File: src/rtl/lcd_pkg.sv
// Shared types and constants for the board LCD serial transmitter.
package lcd_pkg;

  typedef enum logic [2:0] {
    ST_RST_LO,
    ST_RST_WAIT,
    ST_IDLE,
    ST_SHIFT,
    ST_CS_GAP
  } lcd_state_e;

  // Register-select values driven onto lcd_rs.
  localparam logic LCD_CMD = 1'b0;
  localparam logic LCD_DAT = 1'b1;

  // Default timing for the board panel.
  localparam int LCD_DATA_W     = 8;
  localparam int LCD_CLK_DIV    = 4;
  localparam int LCD_RST_CYCLES = 1000;
  localparam int LCD_RST_WAIT   = 1000;
  localparam int LCD_CS_IDLE    = 2;

  // Width of a counter able to hold the largest timing value without wrapping.
  function automatic int lcd_cnt_w(input int a, input int b, input int c,
                                   input int d, input int e);
    int m;
    m = a;
    if (b > m) m = b;
    if (c > m) m = c;
    if (d > m) m = d;
    if (e > m) m = e;
    return $clog2(m + 1);
  endfunction

endpackage

File: src/rtl/lcd_bit_timer.sv
// Reloadable down-counter producing one tick per SCL half-period.
module lcd_bit_timer #(
  parameter int CLK_DIV = 4,
  parameter int CNT_W   = 4
) (
  input  logic clk,
  input  logic rst,
  input  logic load,
  output logic tick,
  output logic tick_next
);

  localparam logic [CNT_W-1:0] RELOAD = CNT_W'(CLK_DIV - 1);

  logic [CNT_W-1:0] cnt_q;
  logic [CNT_W-1:0] cnt_d;

  // tick marks the last cycle of a half-period; tick_next predicts it one
  // cycle ahead for a free-running (not reloaded) counter.
  assign tick      = (cnt_q == '0);
  assign tick_next = (CLK_DIV == 1) || (cnt_q == CNT_W'(1));

  // Count down, reloading on request or after each tick.
  always_comb begin
    cnt_d = cnt_q - 1'b1;
    if (load || tick) cnt_d = RELOAD;
  end

  // Counter register.
  always_ff @(posedge clk or posedge rst) begin
    if (rst) cnt_q <= RELOAD;
    else     cnt_q <= cnt_d;
  end

endmodule

File: src/rtl/lcd_serial_tx.sv
// Write-only SPI-mode-0 transmitter for the board LCD with power-up reset sequencing.
module lcd_serial_tx
  import lcd_pkg::*;
#(
  parameter int DATA_W     = LCD_DATA_W,
  parameter int CLK_DIV    = LCD_CLK_DIV,
  parameter int RST_CYCLES = LCD_RST_CYCLES,
  parameter int RST_WAIT   = LCD_RST_WAIT,
  parameter int CS_IDLE    = LCD_CS_IDLE
) (
  input  logic              clk,
  input  logic              rst,
  input  logic              s_valid,
  output logic              s_ready,
  input  logic [DATA_W-1:0] s_data,
  input  logic              s_dc,
  output logic              init_done,
  output logic              busy,
  output logic              lcd_rst,
  output logic              lcd_rs,
  output logic              lcd_sd,
  output logic              lcd_scl,
  output logic              lcd_cs
);

  localparam int CNT_W = lcd_cnt_w(RST_CYCLES, RST_WAIT, CLK_DIV, DATA_W, CS_IDLE);

  lcd_state_e       state_q, state_d;
  logic [CNT_W-1:0] cnt_q, cnt_d;
  logic [CNT_W-1:0] bit_q, bit_d;
  logic [DATA_W-1:0] shreg_q, shreg_d;
  logic scl_q, scl_d, sd_q, sd_d, rs_q, rs_d, cs_q, cs_d;
  logic lrst_q, lrst_d, ready_q, ready_d, done_q, done_d, busy_q, busy_d;
  logic load_word, tmr_tick, tmr_tick_next, hs;

  assign hs = s_valid && ready_q;

  lcd_bit_timer #(
    .CLK_DIV (CLK_DIV),
    .CNT_W   (CNT_W)
  ) u_timer (
    .clk       (clk),
    .rst       (rst),
    .load      (load_word),
    .tick      (tmr_tick),
    .tick_next (tmr_tick_next)
  );

  // Next-state and registered-output logic for the reset sequence and shifter.
  always_comb begin
    state_d   = state_q;
    cnt_d     = cnt_q;
    bit_d     = bit_q;
    shreg_d   = shreg_q;
    scl_d     = scl_q;
    sd_d      = sd_q;
    rs_d      = rs_q;
    cs_d      = cs_q;
    lrst_d    = lrst_q;
    load_word = 1'b0;

    case (state_q)
      ST_RST_LO: begin
        if (cnt_q == CNT_W'(RST_CYCLES - 1)) begin
          lrst_d  = 1'b1;
          cnt_d   = '0;
          state_d = (RST_WAIT == 0) ? ST_IDLE : ST_RST_WAIT;
        end else begin
          cnt_d = cnt_q + 1'b1;
        end
      end
      ST_RST_WAIT: begin
        if (cnt_q == CNT_W'(RST_WAIT - 1)) begin
          cnt_d   = '0;
          state_d = ST_IDLE;
        end else begin
          cnt_d = cnt_q + 1'b1;
        end
      end
      ST_IDLE: begin
        if (hs) load_word = 1'b1;
      end
      ST_SHIFT: begin
        if (tmr_tick) begin
          if (!scl_q) begin
            scl_d = 1'b1;
          end else if (bit_q != '0) begin
            // Falling edge: present the next bit while SCL is low.
            scl_d   = 1'b0;
            sd_d    = shreg_q[DATA_W-1];
            shreg_d = shreg_q << 1;
            bit_d   = bit_q - 1'b1;
          end else if (hs) begin
            load_word = 1'b1;
          end else begin
            scl_d   = 1'b0;
            cs_d    = 1'b1;
            cnt_d   = '0;
            state_d = ST_CS_GAP;
          end
        end
      end
      ST_CS_GAP: begin
        if (cnt_q == CNT_W'(CS_IDLE - 1)) begin
          cnt_d   = '0;
          state_d = ST_IDLE;
        end else begin
          cnt_d = cnt_q + 1'b1;
        end
      end
      default: state_d = ST_RST_LO;
    endcase

    // A new word starts its first low phase with its MSB already on SD.
    if (load_word) begin
      state_d = ST_SHIFT;
      cs_d    = 1'b0;
      rs_d    = s_dc;
      sd_d    = s_data[DATA_W-1];
      shreg_d = s_data << 1;
      scl_d   = 1'b0;
      bit_d   = CNT_W'(DATA_W - 1);
    end

    // Ready in IDLE, and in the final cycle of the last bit's high phase so a
    // following word can continue the burst without a CS gap.
    ready_d = (state_d == ST_IDLE) ||
              ((state_d == ST_SHIFT) && scl_d && (bit_d == '0) && tmr_tick_next);
    busy_d  = (state_d != ST_IDLE);
    done_d  = done_q || (state_d == ST_IDLE);
  end

  // Control and pin registers; reset forces the panel into its reset state.
  always_ff @(posedge clk or posedge rst) begin
    if (rst) begin
      state_q <= ST_RST_LO;
      cnt_q   <= '0;
      bit_q   <= '0;
      scl_q   <= 1'b0;
      sd_q    <= 1'b0;
      rs_q    <= 1'b0;
      cs_q    <= 1'b1;
      lrst_q  <= 1'b0;
      ready_q <= 1'b0;
      done_q  <= 1'b0;
      busy_q  <= 1'b1;
    end else begin
      state_q <= state_d;
      cnt_q   <= cnt_d;
      bit_q   <= bit_d;
      scl_q   <= scl_d;
      sd_q    <= sd_d;
      rs_q    <= rs_d;
      cs_q    <= cs_d;
      lrst_q  <= lrst_d;
      ready_q <= ready_d;
      done_q  <= done_d;
      busy_q  <= busy_d;
    end
  end

  // Shift register holds only the not-yet-sent bits and needs no reset.
  always_ff @(posedge clk) begin
    shreg_q <= shreg_d;
  end

  assign s_ready   = ready_q;
  assign init_done = done_q;
  assign busy      = busy_q;
  assign lcd_rst   = lrst_q;
  assign lcd_rs    = rs_q;
  assign lcd_sd    = sd_q;
  assign lcd_scl   = scl_q;
  assign lcd_cs    = cs_q;

endmodule

File: config.mk
export PLATFORM = sky130hd
export DESIGN_NAME = lcd_serial_tx
export DESIGN_NICKNAME = d
export VERILOG_FILES = /design/src/rtl/lcd_pkg.sv /design/src/rtl/lcd_bit_timer.sv /design/src/rtl/lcd_serial_tx.sv
export SDC_FILE = /design/constraint.sdc
export NUM_CORES = 1
export LEC_CHECK = 0
export CORE_ASPECT_RATIO = 1.4
export CORE_MARGIN = 2
export CORE_UTILIZATION = 55
export CTS_CLUSTER_DIAMETER = 80
export CTS_CLUSTER_SIZE = 12
export DETAILED_ROUTE_END_ITERATION = 6
export PLACE_DENSITY = 0.76
export SKIP_CTS_REPAIR_TIMING = 1
export SLEW_MARGIN = 30
export SYNTH_ARGS = -nofsm -noshare
export SYNTH_HDL_FRONTEND = slang
export SYNTH_SLANG_ARGS = --single-unit
File: constraint.sdc
create_clock -name clk -period 6.2 [get_ports clk]
set_clock_uncertainty 0.2 [all_clocks]
set_input_delay 0.93 -clock clk [delete_from_list [all_inputs] [get_ports clk]]
set_output_delay 0.93 -clock clk [all_outputs]
set_load 0.01 [all_outputs]
==> run summary <==
Die area = 5275 µm²
Clk network pwr share = 40.8%
Routability congestion estimate = 0.8638
Clock Path Buffers = 2
Rel. slew slack = 44.59%
Setup TNS Final = 0 ps
Initial antenna violation count = 0
# setup viols final = 0
Register area share after synthesis = 47.99%
Sequential share of power = 57.0%
Vias per std cell = 5.618
Run status = completed
1st-iter DRT viols = 129
Residual DRC = 0
Syn. warnings = 0
Crit Path Class = in2reg
Crit. End Element = register
Clock Sinks = 48
DR WL/cell = 14.53 µm
Routed Antenna Nets = 0
Ys async rst share = 85.42%
Hold WC Path Type = reg2reg
Max Cap Violations = 0
CTS tree = built
I/O pin total = 20
Vert. Die Dim = 85.14 µm
Area growth syn-to-layout = 14.22%
Die Wd = 61.96 µm
Flops & latches, synth = 48
Achievable frequency = 308.7 MHz
Initial core utilization = 57.02%
Vias = 2017
Largest net degree at the start of global routing = 42
Rows = 29
Leakage power = 1.214 nW
Library cells used by synthesis = 52
Synth Flop Type = dfrtp_1
CP arrival = 3260 ps
Sw Ratio = 20.45%
Gate power share = 2.2%
First-pass GRT wire length = 8859 µm
Clock slew at reported path FFs = 100 ps
Peak supply drop = 0.1144 mV
WL final = 5217 µm
H-tree Lvls = 2
Layout cells sized above 1 = 7.744%
Actual slew at the worst max-slew pin = 824.7 ps
Cell area power density = 189.2 nW/µm²
CP startpoint kind = input pin
All-Layer GR Usage = 22.10%
Vias in the first global route = 2022
Int Power = 0.4446 mW
CTS buffer count = 5
Minimum clock period = 3240 ps
Max FO, Critical Path = 15
Fin Hold WS = 274.7 ps
EDFF count, synth = 7
Dpl hpwl = 3824 µm
Commonest non-fill, non-tap cell in the layout = nand2_1
Clk Latency, worst-skew pair = 310 ps
Sw Pwr = 0.1143 mW
Final hold viol count = 0
Syn Std Cell Area = 2586 µm²
Worst endpoint required time = 6220 ps
Most frequent cells in the layout = 42 x nand2_1, 37 x dfrtp_1, 31 x nor2_1
Max-slew violation count = 0
N_diodes = 0
Final nets = 315
Synthesized area per cell = 9.473 µm²
Mapped Nets = 292
GRT overflow = 0
Initial DRT Pass Iterations = 4
Final Worst Setup Slack = 2960 ps
Setup repair after global routing missed its margin = false
Post-Syn Instances = 273
Core Footprint = 4536 µm²
Port bufs = 19
Clk root buf = clkbuf_8
Fin crit share = 52.25%
Fill cells = 375
Pre-CTS setup slack = 2640 ps
## state kept, by name, summed over array words and instances, names as in the netlist, 3 cells and up
register,flops
u_timer.cnt_q,10
state_q,3
shreg_q,7
cnt_q,10
bit_q,10
## Yosys cell counts (all sizes together) (2+ instances only)
cell | count | area (µm²)
nand2b | 8 | 50.05
o31ai | 6 | 73.82
a21oi | 6 | 30.03
ha | 7 | 87.58
nand2 | 42 | 157.7
or3 | 2 | 17.52
o211ai | 3 | 22.52
dfrtp | 37 | 925.9
dfstp | 4 | 105.1
o21ai | 16 | 83.83
xnor2 | 6 | 52.55
nor3b | 3 | 22.52
nor4b | 2 | 17.52
edfxtp | 7 | 210.2
or4 | 4 | 33.78
inv | 11 | 41.29
nor2b | 4 | 25.02
and3 | 5 | 31.28
o21a | 5 | 37.54
nand3 | 12 | 60.06
and2 | 5 | 31.28
xor2 | 6 | 52.55
nor3 | 9 | 50.05
o311ai | 2 | 17.52
nor4 | 4 | 31.28
nor2 | 31 | 116.4
mux2i | 4 | 40.04
and4 | 2 | 17.52
nand4 | 4 | 25.02
clkbuf | 4 | 15.01
## path summary, 6_finish.rpt
kind	start	to	slack, ps	depth (start not counted)
worst max-delay path	s_valid	s_ready$_DFF_PP0_	2960	7
worst min-delay path	u_timer.cnt_q[0]$_DFF_PP1_	u_timer.cnt_q[0]$_DFF_PP1_	270	1
worst max register to register	bit_q[5]$_DFF_PP0_	s_ready$_DFF_PP0_	3150	6
worst min register to register	u_timer.cnt_q[0]$_DFF_PP1_	u_timer.cnt_q[0]$_DFF_PP1_	270	1
max in group asynchronous	rst	u_timer.cnt_q[1]$_DFF_PP1_	4580	3
min in group asynchronous	rst	state_q[2]$_DFF_PP0_	840	3
## area by class of cell
class                      instances  area, µm²  share of cell area [%]
clock buffer                       5      68.82                   2.330
tap                               62      77.57                   2.626
multi-input combinational        209       1277                   43.24
inverter                          11      41.29                   1.398
sequential                        48       1241                   42.02
timing repair buffer              21      205.2                   6.946
clock inverter                     3      42.54                   1.440
## worst max-delay path: stages
cell and delay (ps):
clkdlybuf4s50_1 450, and2_0 250, nor3b_1 320, a41o_1 460, a21oi_1 90, or4_1 540
o31ai_1 230
## kinds of logic (layout without fill, tap and decap cells)
logic type / Yosys count / after routing / synth area share (%)
and+or+nand+nor: 141 / 141 / 27.92
xor gates and xnor gates: 12 / 12 / 4.064
adders and majority gates: 7 / 7 / 3.386
DFF: 48 / 48 / 47.99
buffers and inverters: 16 / 40 / 2.612
AOI/OAI and AO/OA: 45 / 45 / 12.48
muxes: 4 / 4 / 1.548
## metal layers
layer  vias to the layer above  part of all wire, %  track usage (%)
li1                       1015                    -                -
met1                       951                   43            26.87
met2                        44                   53            37.78
met3                         7                  2.8            3.049
met4                         0                  1.7            8.897
met5                         -                    0                0
## power groups by stage
stage / combinational, mW / sequential (mW) / clock, mW
floorplan: 0.00397 / 0.325 / 0
global placement: 0.0129 / 0.325 / 0
detailed placement: 0.0129 / 0.325 / 0
CTS: 0.0130 / 0.318 / 0.234
global route: 0.0142 / 0.319 / 0.245
finish: 0.0125 / 0.318 / 0.228
## through the flow
stage,cells,cell area [µm²],util [%],total power [mW]
6_report,359,2954,65.13,0.5589
5_1_grt,359,2954,65.13,0.5780
2_1_floorplan,273,2586,-,0.3287
4_1_cts,359,2954,65.13,0.5656
3_5_place_dp,351,2843,62.68,0.3377
3_3_place_gp,351,2843,62.68,0.3377
Note: power is estimated with default switching activity, not from simulation.
